<file path="config.mk">
export PLATFORM = sky130hd
export DESIGN_NAME = score_keeper
export DESIGN_NICKNAME = d
export VERILOG_FILES = /design/src/rtl/pong_pkg.sv /design/src/rtl/pause_timer.sv /design/src/rtl/score_keeper.sv
export SDC_FILE = /design/constraint.sdc
export NUM_CORES = 1
export LEC_CHECK = 0
export BUFFER_PORTS_ARGS = -buffer_cell sky130_fd_sc_hd__buf_2
export CAP_MARGIN = 20
export CORE_MARGIN = 2
export CORE_UTILIZATION = 50
export CTS_BUF_LIST = sky130_fd_sc_hd__clkbuf_16
export DETAILED_ROUTE_END_ITERATION = 8
export PLACE_DENSITY = 0.77
export REMOVE_ABC_BUFFERS = 1
export SYNTH_ARGS = -nofsm -noshare
export SYNTH_HDL_FRONTEND = slang
export SYNTH_HIERARCHICAL = 1
export SYNTH_SLANG_ARGS = --single-unit
export TNS_END_PERCENT = 5
</file>
<file path="constraint.sdc">
create_clock -name clk -period 2.3 [get_ports clk]
set_clock_uncertainty 0.1 [all_clocks]
set_input_delay 0 -clock clk [delete_from_list [all_inputs] [get_ports clk]]
set_output_delay 0 -clock clk [all_outputs]
set_load 0.005 [all_outputs]
</file>
<file path="src/rtl/pong_pkg.sv">
// Shared types and constants for the pong match-sequencing blocks.
package pong_pkg;

  localparam int SCORE_W   = 8;
  localparam int MAX_DIGIT = 9;

  typedef enum logic [1:0] {
    ST_IDLE  = 2'd0,
    ST_PLAY  = 2'd1,
    ST_POINT = 2'd2,
    ST_OVER  = 2'd3
  } state_t;

  // Increment that sticks at the limit instead of wrapping.
  function automatic logic [3:0] sat_inc(input logic [3:0] value, input logic [3:0] limit);
    return (value >= limit) ? limit : value + 4'd1;
  endfunction

endpackage

</file>
<file path="src/rtl/pause_timer.sv">
// Post-point frame counter: cleared while idle, counts frame ticks, flags the
// tick that reaches the programmed pause length.
module pause_timer #(
  parameter int FRAMES = 60
) (
  input  logic clk,
  input  logic rst_n,
  input  logic clear,
  input  logic enable,
  output logic done
);

  logic [7:0] count;

  always_ff @(posedge clk or negedge rst_n) begin
    if (!rst_n) begin
      count <= 8'd0;
    end else if (clear) begin
      count <= 8'd0;
    end else if (enable) begin
      count <= count + 8'd1;
    end
  end

  // Fires on the tick that will bring the count up to FRAMES.
  assign done = enable && !clear && (count == 8'(FRAMES - 1));

endmodule

</file>
<file path="src/rtl/score_keeper.sv">
// Pong match sequencer: tracks the live score, paces serves and publishes
// frame-aligned score copies for the on-screen renderer.
module score_keeper
  import pong_pkg::*;
#(
  parameter int WIN_SCORE    = 9,
  parameter int PAUSE_FRAMES = 60
) (
  input  logic               clk,
  input  logic               RESET_N,
  input  logic               FRAME_TICK,
  input  logic               START,
  input  logic               P1_MISS,
  input  logic               P2_MISS,
  output logic [SCORE_W-1:0] PLAYER_ONE,
  output logic [SCORE_W-1:0] PLAYER_TWO,
  output logic               SERVE,
  output logic               SERVE_DIR,
  output logic               GAME_OVER,
  output logic               WINNER
);

  localparam logic [3:0] WIN = 4'(WIN_SCORE);

  state_t     state;
  logic [3:0] s1;
  logic [3:0] s2;
  logic       pause_done;

  // Counter is held clear outside POINT, so a tick coincident with the
  // entering miss is never counted.
  pause_timer #(
    .FRAMES (PAUSE_FRAMES)
  ) u_pause_timer (
    .clk    (clk),
    .rst_n  (RESET_N),
    .clear  (state != ST_POINT),
    .enable (FRAME_TICK),
    .done   (pause_done)
  );

  always_ff @(posedge clk or negedge RESET_N) begin
    if (!RESET_N) begin
      state      <= ST_IDLE;
      s1         <= 4'd0;
      s2         <= 4'd0;
      PLAYER_ONE <= '0;
      PLAYER_TWO <= '0;
      SERVE      <= 1'b0;
      SERVE_DIR  <= 1'b0;
      GAME_OVER  <= 1'b0;
      WINNER     <= 1'b0;
    end else begin
      SERVE <= 1'b0;

      // Display copies take the pre-edge score, so a miss on a tick shows next frame.
      if (FRAME_TICK) begin
        PLAYER_ONE <= SCORE_W'(s1);
        PLAYER_TWO <= SCORE_W'(s2);
      end

      case (state)
        ST_IDLE, ST_OVER: begin
          if (START) begin
            s1        <= 4'd0;
            s2        <= 4'd0;
            SERVE     <= 1'b1;
            SERVE_DIR <= 1'b0;
            GAME_OVER <= 1'b0;
            state     <= ST_PLAY;
          end
        end

        ST_PLAY: begin
          if (P1_MISS && P2_MISS) begin
            state <= ST_POINT;
          end else if (P1_MISS) begin
            s2        <= sat_inc(s2, WIN);
            SERVE_DIR <= 1'b0;
            if (sat_inc(s2, WIN) == WIN) begin
              state     <= ST_OVER;
              GAME_OVER <= 1'b1;
              WINNER    <= 1'b1;
            end else begin
              state <= ST_POINT;
            end
          end else if (P2_MISS) begin
            s1        <= sat_inc(s1, WIN);
            SERVE_DIR <= 1'b1;
            if (sat_inc(s1, WIN) == WIN) begin
              state     <= ST_OVER;
              GAME_OVER <= 1'b1;
              WINNER    <= 1'b0;
            end else begin
              state <= ST_POINT;
            end
          end
        end

        ST_POINT: begin
          if (pause_done) begin
            SERVE <= 1'b1;
            state <= ST_PLAY;
          end
        end

        default: state <= ST_IDLE;
      endcase
    end
  end

endmodule

</file>
==> summary.txt, run 1 <==
Placement
  – DP Cell Count: 219
  – PortBufs: 17
  – Placer Congestion: approximately 0.85
  – Setup WS pre-CTS: 366 ps
  – DP Area: 0.00175 mm²
  – DP HPWL: 2300 µm

Clock tree
  – Htree depth: 2
  – Skew-Pair Late Insertion Delay: 270 ps
  – CTS tree: done
  – # clock sinks: 30
  – Longest Clk Path Bufs: 2
  – Worst-path clk slew: 50 ps
  – Post-CTS sizing: 0
  – CTS Buf Count: 5
  – Root Driver: clkbuf_16

Cells and area
  – Ant diodes: 0
  – # fillers: approximately 280
  – Reg area: 751 µm²
  – Final design utilization: 0.628
  – Syn-to-layout area delta: 16.9%
  – Final Non-Filler Cells: 230
  – Share of cells above drive strength 1: 0.204
  – Nets: about 200
  – Design area: 0.00195 mm²
  – Multi-input logic area: 813 µm²

Yosys
  – Cell Area, Synth: around 0.0017 mm²
  – Compound-cell area share of the yosys netlist: 0.153
  – Post-Synth Adder-Cell Area: 0.0751
  – Top cell type's share of synthesized area: 0.450
  – Share of synthesized registers carrying an async set or reset: 1.00
  – Largest family of logic cells by synthesized area: compound AO/OA/AOI/OAI gates
  – Mux cell area share after synthesis: 0.0848
  – Syn. warnings: 6
  – Post-Synth XOR/XNOR Area: 0.0210
  – Cell count after synthesis: 163
  – Synthesized area per cell: roughly 10 µm²
  – Sequential area share after synthesis: 0.450
  – Simple-gate area share of the yosys netlist: 0.136
  – Synth Register Bits: 30
  – Prevailing post-synth register cell: dfrtp_1
  – Top cells by area, synth: dfrtp_1, ha_1, mux2_2
  – Synth area leader: dfrtp_1
  – Yosys cell types: 42
  – Post-synth EDFFs: 0

Min path
  – Hold worst-path end: WINNER
  – Hold Path Origin: P1_MISS
  – Hold Path Class: input pin to flop
  – Hold Path Stages: 4

Setup path
  – CP max FO: 6
  – Worst r2r src: u_pause_timer/count[0]
  – Setup CP Type: flop to flop
  – CP endpoint kind: flop
  – Worst reg2reg setup slack: 360 ps
  – WP data required: 2410 ps
  – FF-to-FF path depth: 6
  – Startpoint Class: flop
  – RR Endpoint: state[1]
  – Worst EP arrival: 2050 ps

Global route
  – Largest net degree at the start of global routing: 31
  – Total GRT Usage: 0.209
  – Total gr overflow: 0
  – First-pass GRT wire length: 5720 µm
  – Initial antenna violation count: 0
  – Vias in the first global route: 1269

Floorplan
  – Core area: 0.00310 mm²
  – # rows: 20
  – Die Ht: 61.7 µm
  – Full die area: 0.00381 mm²
  – Die W: 61.7 µm
  – # IOs: 26
  – Initial Utilization: 0.537

Power
  – Leakage: just over 0.9 nW
  – PnR Total Power: 2.24 mW
  – Worst VDD drop: 0.000634 V
  – PD cells: 1150 mW/mm²

Timing
  – Slew margin rel.: 0.560
  – Fin. Hold Viols: 0
  – Fmax: 0.515 GHz
  – Final setup violation count: 0
  – Slew Viols, Final: 0
  – Fin crit period: 1940 ps
  – RSZ-0062 raised after global routing: false
  – Ratio of final minimum period to clock period: 0.845
  – Post-route setup slack: 357 ps
  – Least-Margin Pin Slew: 660 ps
  – Setup TNS: 0 ps
  – Min Hold Slack: between 60 and 70 ps

Run
  – Max cap viols: 0

Routing
  – DRC Markers: 0
  – Vias/cell: ~5.6
  – Total Routed Length: 3220 µm
  – DRT Pass-1 Iters: 4
  – Initial DRC count: 60
  – Routed WL per cell: 14.0 µm
  – Final ANT Viol Nets: 0
  – Vias post-DR: 1284

Outcome
  – Status: complete, no violations
## flip-flops by register name, indices dropped and copies added (netlist names)
signal	count
SERVE	1
state	2
s1	4
GAME_OVER	1
s2	4
PLAYER_ONE	4
u_pause_timer/count	8
SERVE_DIR	1
WINNER	1
PLAYER_TWO	4
## critical path: stages, from the launching register on
cell and delay, ps:
dfrtp_1 450, ha_1 200, or4b_1 440, nor3_1 210
o21ai_1 150, nor2_1 160, o22a_1 170
## kinds of logic after synthesis
logic type	Yosys count
adders and majority gates	10
xor gates and xnor gates	4
muxes	13
other	1
buffers and inverters	24
AOI/OAI and AO/OA	38
DFF	30
and+or+nand+nor	43
## what timing repair did
item | 4_1_cts | 5_1_grt
hold endpoints to repair | 32 | 0
buffers inserted | 0 | 0
hold buffers | 3 | 0
## how the worst max path moves through the flow
stage          cells after the start  slack [ps]  endpoint                   start
2_1_floorplan                      6         550  state[0]  u_pause_timer/count[0]
5_1_grt                            6         240  state[1]  u_pause_timer/count[0]
3_5_place_dp                       6         370  state[0]  u_pause_timer/count[0]
6_report                           6         360  state[1]  u_pause_timer/count[0]
3_3_place_gp                       6         490  state[0]  u_pause_timer/count[0]
4_1_cts                            6         340  state[1]  u_pause_timer/count[0]
## cells in the final DEF, fill, tap and decap left out, types with 3 or more instances in the layout
| cell type | instances |
|---|---|
| nand2_1 | 7 |
| conb_1 | 8 |
| dlygate4sd3_1 | 3 |
| o21ai_0 | 9 |
| a31oi_1 | 3 |
| mux2i_1 | 4 |
| nor3_1 | 4 |
| inv_1 | 11 |
| xor2_1 | 3 |
| dfrtp_1 | 30 |
| clkbuf_16 | 5 |
| buf_2 | 17 |
| ha_1 | 10 |
| mux2_2 | 8 |
| a21oi_1 | 8 |
| or3_1 | 3 |
| nand3_1 | 4 |
| nand4_1 | 5 |
| nor2_1 | 11 |
| nand2b_1 | 4 |
## synthesized netlist by cell type (all sizes together) (2+ instances only)
cell type  number
o22ai           2
ha             10
dfrtp          30
o211a           2
xor2            3
inv            11
nand3           4
o21ai          11
nand2           7
mux2i           4
nand4           5
mux2            9
clkbuf          3
nor2           11
buf            10
a21oi           9
or3             3
nor3            4
nand2b          4
a221oi          2
a31oi           3
## per-layer routing
metal	GRT usage	vias up	wire length [µm]
li1	-	610	-
met1	0.235	629	1350
met2	0.364	41	1640
met3	0.0745	4	188
met4	0.0790	0	36
met5	0	-	0
## final cells by class
class | instances | area share
repair buffers | 21 | 0.0629
clock buffers | 5 | 0.0642
inverters | 11 | 0.0212
flip-flops and latches | 30 | 0.385
clock inverters | 3 | 0.0206
well taps | 44 | 0.0283
multi-input cells | 116 | 0.417
## power breakdown
| part | internal, mW | leakage, nW | switching (mW) |
|---|---|---|---|
| clock | 0.505 | 0.0836 | 0.216 |
| combinational | 0.339 | 0.441 | 0.440 |
| sequential | 0.640 | 0.406 | 0.105 |
Power figures use the tool's default switching activity.
==> run 2: changes to the inputs <==
--- a/config.mk
+++ b/config.mk
@@ -5,6 +5,7 @@
 export SDC_FILE = /design/constraint.sdc
 export NUM_CORES = 1
 export LEC_CHECK = 0
+export ABC_AREA = 1
 export BUFFER_PORTS_ARGS = -buffer_cell sky130_fd_sc_hd__buf_2
 export CAP_MARGIN = 20
 export CORE_MARGIN = 2
==> constraint.sdc (replaced) <==
create_clock -name clk -period 1.8 [get_ports clk]
set_clock_uncertainty 0.1 [all_clocks]
set_input_delay 0 -clock clk [delete_from_list [all_inputs] [get_ports clk]]
set_output_delay 0 -clock clk [all_outputs]
set_load 0.005 [all_outputs]
==> summary.txt, run 2 <==
Setup path
  – CP max FO: 6
  – WP data required: 1890 ps
  – Crit path cell chain: inv_1 -> ha_1 -> nand2_4 -> nand2_2 -> nand2_2 -> nor2_4 -> nand2_2 -> a21oi_2 -> o21bai_1
  – Crit-path slowest cell: dfrtp_1
  – Worst EP arrival: ~1700 ps
  – Startpoint Class: flop
  – CP most frequent cell: nand2_2
  – Setup CP Type: flop to flop
  – Slowest cell delay on critical path: 360 ps
  – CP endpoint kind: flop

Yosys
  – Top cell type's share of synthesized area: 0.455
  – Synth Register Bits: 30
  – Sequential area share after synthesis: 0.455
  – Commonest cells in the netlist: nand2_1, dfrtp_1, inv_1, nor2_1, a21oi_1
  – Yosys cell types: 28
  – Cell count after synthesis: around 200
  – Share of synthesized registers carrying an async set or reset: 1.00
  – Top cells by area, synth: dfrtp_1, ha_1, nand2_1
  – Synthesized area per cell: 8.43 µm²
  – Syn. warnings: 6
  – Prevailing post-synth register cell: dfrtp_1
  – Synth area leader: dfrtp_1
  – Most common cell in the synthesized netlist: nand2_1
  – Post-synth EDFFs: 0
  – Cell Area, Synth: roughly 0.0017 mm²

Clock tree
  – CTS Buf Count: 5
  – Htree depth: 2
  – Skew-Pair Late Insertion Delay: 280 ps
  – # clock sinks: 30
  – Worst-path clk slew: 50 ps
  – CTS tree: done
  – Longest Clk Path Bufs: 2
  – Root Driver: clkbuf_16

Power
  – Worst VDD drop: a little under 0.0007 V
  – PD cells: about 1400 mW/mm²
  – Leakage: 0.987 nW

Timing
  – Ratio of final minimum period to clock period: 0.914
  – Min Hold Slack: about 15 ps
  – Least-Margin Pin Slew: 660 ps
  – Fin crit period: 1650 ps
  – Post-route setup slack: 155 ps
  – Fin. Hold Viols: 0
  – Slew Viols, Final: 0
  – Final setup violation count: 0
  – Setup TNS: 0 ps
  – Fmax: 0.608 GHz
  – Slew margin rel.: 0.560

Run
  – Max cap viols: 0

Global route
  – Initial antenna violation count: 0
  – Vias in the first global route: 1255
  – First-pass GRT wire length: about 5300 µm
  – Total GRT Usage: 0.198
  – Largest net degree at the start of global routing: 31
  – Total gr overflow: 0

Routing
  – DRT Pass-1 Iters: 4
  – DRC Markers: 0
  – Final ANT Viol Nets: 0
  – Vias post-DR: between 1000 and 1500
  – Vias/cell: roughly 5
  – Routed WL per cell: 12.0 µm
  – Total Routed Length: 3240 µm
  – Initial DRC count: between 70 and 80

Cells and area
  – Most frequent cells in the layout: nand2_1, dfrtp_1, inv_1
  – Ant diodes: 0
  – Most flop-heavy register: u_pause_timer/count
  – Nets: 240
  – Syn-to-layout area delta: 19.4%
  – Most common cell after layout, fill and taps aside: nand2_1
  – Share of cells above drive strength 1: 0.213
  – Design area: 0.00197 mm²
  – Final Non-Filler Cells: 269
  – Max FFs per register: 8

Floorplan
  – # rows: 20
  – Initial Utilization: 0.532
  – Die Ht: 61.5 µm
  – Die W: 61.5 µm
  – Full die area: about 0.0038 mm²
  – Core area: roughly 0.0031 mm²
  – # IOs: 26

Outcome
  – Status: complete, no violations

Placement
  – DP Cell Count: 257
  – Placer Congestion: 0.908
  – Setup WS pre-CTS: 127 ps
  – DP Area: 0.00177 mm²
  – DP HPWL: 2190 µm
  – PortBufs: 17

Min path
  – Hold Path Class: input pin to flop
run 2: cell count changes after synthesis, sizes merged, moves of 3 or more:
cell and delta:
nand2 +31, inv +15, nor2 +15, mux2 -9
nand3 +9, a21oi +8, nand4 -5, mux2i -4
nand2b -4, o22ai +3, or3 -3
run 2: cells by family (layout without fill, tap and decap cells):
| logic type | count (synthesis) | in the layout | share of synthesized area |
|---|---|---|---|
| xor gates and xnor gates | 1 | 1 | 0.00530 |
| buffers and inverters | 36 | 58 | 0.100 |
| and+or+nand+nor | 80 | 80 | 0.225 |
| other | 1 | 8 | 0.00227 |
| AOI/OAI and AO/OA | 38 | 38 | 0.137 |
| DFF | 30 | 30 | 0.455 |
| adders and majority gates | 10 | 10 | 0.0758 |
run 2: where the power goes:
part	internal (mW)	switching, mW
combinational	0.412	0.660
sequential	0.817	0.0942
clock	0.498	0.282
total	1.73	1.04
run 2: area by class of cell:
| cell class | count | area, µm² |
|---|---|---|
| Sequential cell | 30 | 751 |
| Timing Repair Buffer | 24 | 148 |
| Clock inverter | 3 | 12.5 |
| Multi-Input combinational cell | 137 | 783 |
| Inverter | 26 | 97.6 |
| Fill cell | 268 | 1130 |
| Tap cell | 44 | 55.1 |
| Clock buffer | 5 | 125 |
run 2: final timing paths:
kind                       slack [ps]                   start                endpoint  depth (start not counted)
setup / recovery                  150                state[0]                   s2[0]                          9
hold / removal                     20                   START               GAME_OVER                          4
setup reg to reg                  150                state[0]                   s2[0]                          9
hold reg to reg                   400  u_pause_timer/count[4]  u_pause_timer/count[4]                          1
max in group asynchronous         980                 RESET_N                state[0]                          2
min in group asynchronous         190                 RESET_N  u_pause_timer/count[5]                          2
run 2: per-stage QoR:
| stage | util | power (mW) |
|---|---|---|
| 5_1_grt | 0.635 | 2.97 |
| 3_5_place_dp | 0.571 | 1.92 |
| 6_report | 0.635 | 2.76 |
| 2_1_floorplan | - | 1.65 |
| 3_3_place_gp | 0.571 | 1.90 |
| 4_1_cts | 0.629 | 2.72 |
run 2: per-layer routing:
layer,part of all wire,global-route usage,wire length [µm]
met1,0.44,0.224,1410
met2,0.48,0.312,1570
met3,0.050,0.0903,161
met4,0.031,0.109,101
met5,0,0,0
run 2: worst max-delay path: cells and delay by family, from the launching register on:
family | cells | cell delay (ps)
and+or+nand+nor | 5 | 490
DFF | 1 | 360
adders and majority gates | 1 | 350
AOI/OAI and AO/OA | 2 | 210
buffers and inverters | 1 | 50
run 2: what timing repair did:
action,CTS,global route
hold endpoints to repair,33,0
setup buffers,0,0
endpoints found under the setup margin,0,4
hold buffers,4,0
gates resized for setup,0,7
==> run 3: changes to the inputs <==
--- a/config.mk
+++ b/config.mk
@@ -7,12 +7,13 @@
 export LEC_CHECK = 0
 export ABC_AREA = 1
 export BUFFER_PORTS_ARGS = -buffer_cell sky130_fd_sc_hd__buf_2
-export CAP_MARGIN = 20
+export CAP_MARGIN = 5
 export CORE_MARGIN = 2
 export CORE_UTILIZATION = 50
 export CTS_BUF_LIST = sky130_fd_sc_hd__clkbuf_16
 export DETAILED_ROUTE_END_ITERATION = 8
-export PLACE_DENSITY = 0.77
+export GPL_TIMING_DRIVEN = 0
+export PLACE_DENSITY = 0.72
 export REMOVE_ABC_BUFFERS = 1
 export SYNTH_ARGS = -nofsm -noshare
 export SYNTH_HDL_FRONTEND = slang
==> summary.txt, run 3 (synthesized netlist as in run 2, its figures left out) <==
Outcome
  – Status: complete, no violations

Placement
  – PortBufs: 17
  – Placer Congestion: a little under 0.8
  – Setup WS pre-CTS: -70.4 ps
  – DP HPWL: 2020 µm

Timing
  – Slew Viols, Final: 0
  – Post-route setup slack: ~53 ps
  – RSZ-0062 raised after global routing: true
  – Final setup violation count: 0
  – Slew margin rel.: 0.557
  – Setup TNS: 0 ps
  – Fmax: 0.572 GHz
  – Fin crit period: between 1500 and 2000 ps
  – Least-Margin Pin Slew: between 600 and 700 ps
  – Fin. Hold Viols: 0
  – Ratio of final minimum period to clock period: 0.971

Cells and area
  – Syn-to-layout area delta: 19.0%
  – Final design utilization: 0.633
  – Most frequent cells in the layout: nand2_1, dfrtp_1, inv_1
  – Ant diodes: 0
  – Most flop-heavy register: u_pause_timer/count
  – Nets: between 200 and 250
  – Share of cells above drive strength 1: 0.203
  – Max FFs per register: 8
  – Most common cell after layout, fill and taps aside: nand2_1

Global route
  – Met3 Use GR: 0.0567
  – Total GRT Usage: 0.185
  – Met1 Use GR: 0.237
  – Initial antenna violation count: 0
  – Largest net degree at the start of global routing: 31
  – First-pass GRT wire length: just over 5000 µm
  – Met2 Use GR: 0.289
  – Total gr overflow: 0
  – GR peak layer: met2
  – Vias in the first global route: 1176

Clock tree
  – Worst-path clk slew: 50 ps
  – CTS tree: done
  – CTS Buf Count: 5
  – Skew-Pair Late Insertion Delay: 270 ps
  – Longest Clk Path Bufs: 2
  – # clock sinks: 30
  – Htree depth: 2
  – Root Driver: clkbuf_16

Setup path
  – Setup CP Type: flop to flop
  – CP max FO: 6
  – Worst EP arrival: 1840 ps
  – WP data required: ~1900 ps
  – Startpoint Class: flop
  – Worst reg2reg setup slack: 50 ps
  – CP endpoint kind: flop

Routing
  – Vias post-DR: 1277
  – Vias/cell: 4.80
  – Final ANT Viol Nets: 0
  – Routed WL per cell: 11.2 µm
  – DRC Markers: 0
  – DRT Pass-1 Iters: 4
  – Total Routed Length: 2980 µm
  – Initial DRC count: 70

Power
  – PD cells: 1450 mW/mm²
  – Leakage: 0.975 nW
  – Worst VDD drop: 0.000779 V

Floorplan
  – Die Ht: about 61 µm
  – Die W: 61.5 µm
  – # rows: 20
  – # IOs: 26
  – Initial Utilization: 0.532
  – Full die area: 0.00378 mm²
  – Core area: 0.00310 mm²

Min path
  – Hold Path Class: input pin to flop

Run
  – Max cap viols: 0
## run 3: changes by cell type in the layout (fill, tap and decap cells not counted), sizes merged
| cell | change |
|---|---|
| inv | -1 |
| buf | -3 |
| bufinv | +1 |
## run 3: worst max-delay path, stage by stage (launching register included)
cell and delay (ps):
dfrtp_1 390, ha_1 300, inv_2 170, nand2_4 90, nand2_2 70, nand2_2 70, nor2_4 160, nand2_2 90
a21oi_2 100, o21bai_1 110
## run 3: path summary, 6_finish.rpt
| check | cells past startpoint | endpoint | startpoint |
|---|---|---|---|
| setup / recovery | 9 | s2[0] | state[0] |
| hold / removal | 3 | u_pause_timer/count[0] | FRAME_TICK |
| setup reg to reg | 9 | s2[0] | state[0] |
| hold reg to reg | 1 | u_pause_timer/count[4] | u_pause_timer/count[4] |
| max in group asynchronous | 2 | u_pause_timer/count[7] | RESET_N |
| min in group asynchronous | 2 | PLAYER_ONE[3] | RESET_N |
## run 3: routing by layer
layer	share of wire	up-vias
met4	0.023	0
met2	0.45	33
li1	-	665
met5	0	-
met1	0.47	572
met3	0.050	7
## run 3: timing repair
item,CTS,global route
buffers inserted,0,0
gates resized for setup,1,5
pin swaps,0,0
endpoints found under the hold margin,33,0
endpoints found under the setup margin,2,10
hold buffers,4,0
## run 3: final cells by class
cell class | instances | area [µm²]
fill | 269 | 1140
sequential | 30 | 751
inverter | 26 | 100
multi-input combinational | 137 | 769
clock buffer | 5 | 125
tap | 44 | 55.1
clock inverter | 3 | 40.0
timing repair buffer | 21 | 125
## run 3: power by group
group | switching (mW) | internal [mW]
clock network | 0.279 | 0.645
registers | 0.0925 | 0.817
logic | 0.634 | 0.379
total | 1.01 | 1.84
## run 3: through the flow
stage               instance area, µm²  hold WS (ps)  std cells  total power, mW
finish                            1970          55.3        266             2.85
global route                      1970          85.5        266             3.05
global placement                  1750         -22.8        254             1.87
CTS                               1960          57.9        266             2.85
detailed placement                1750         -21.3        254             1.89
floorplan                         1610          -396        193             1.65
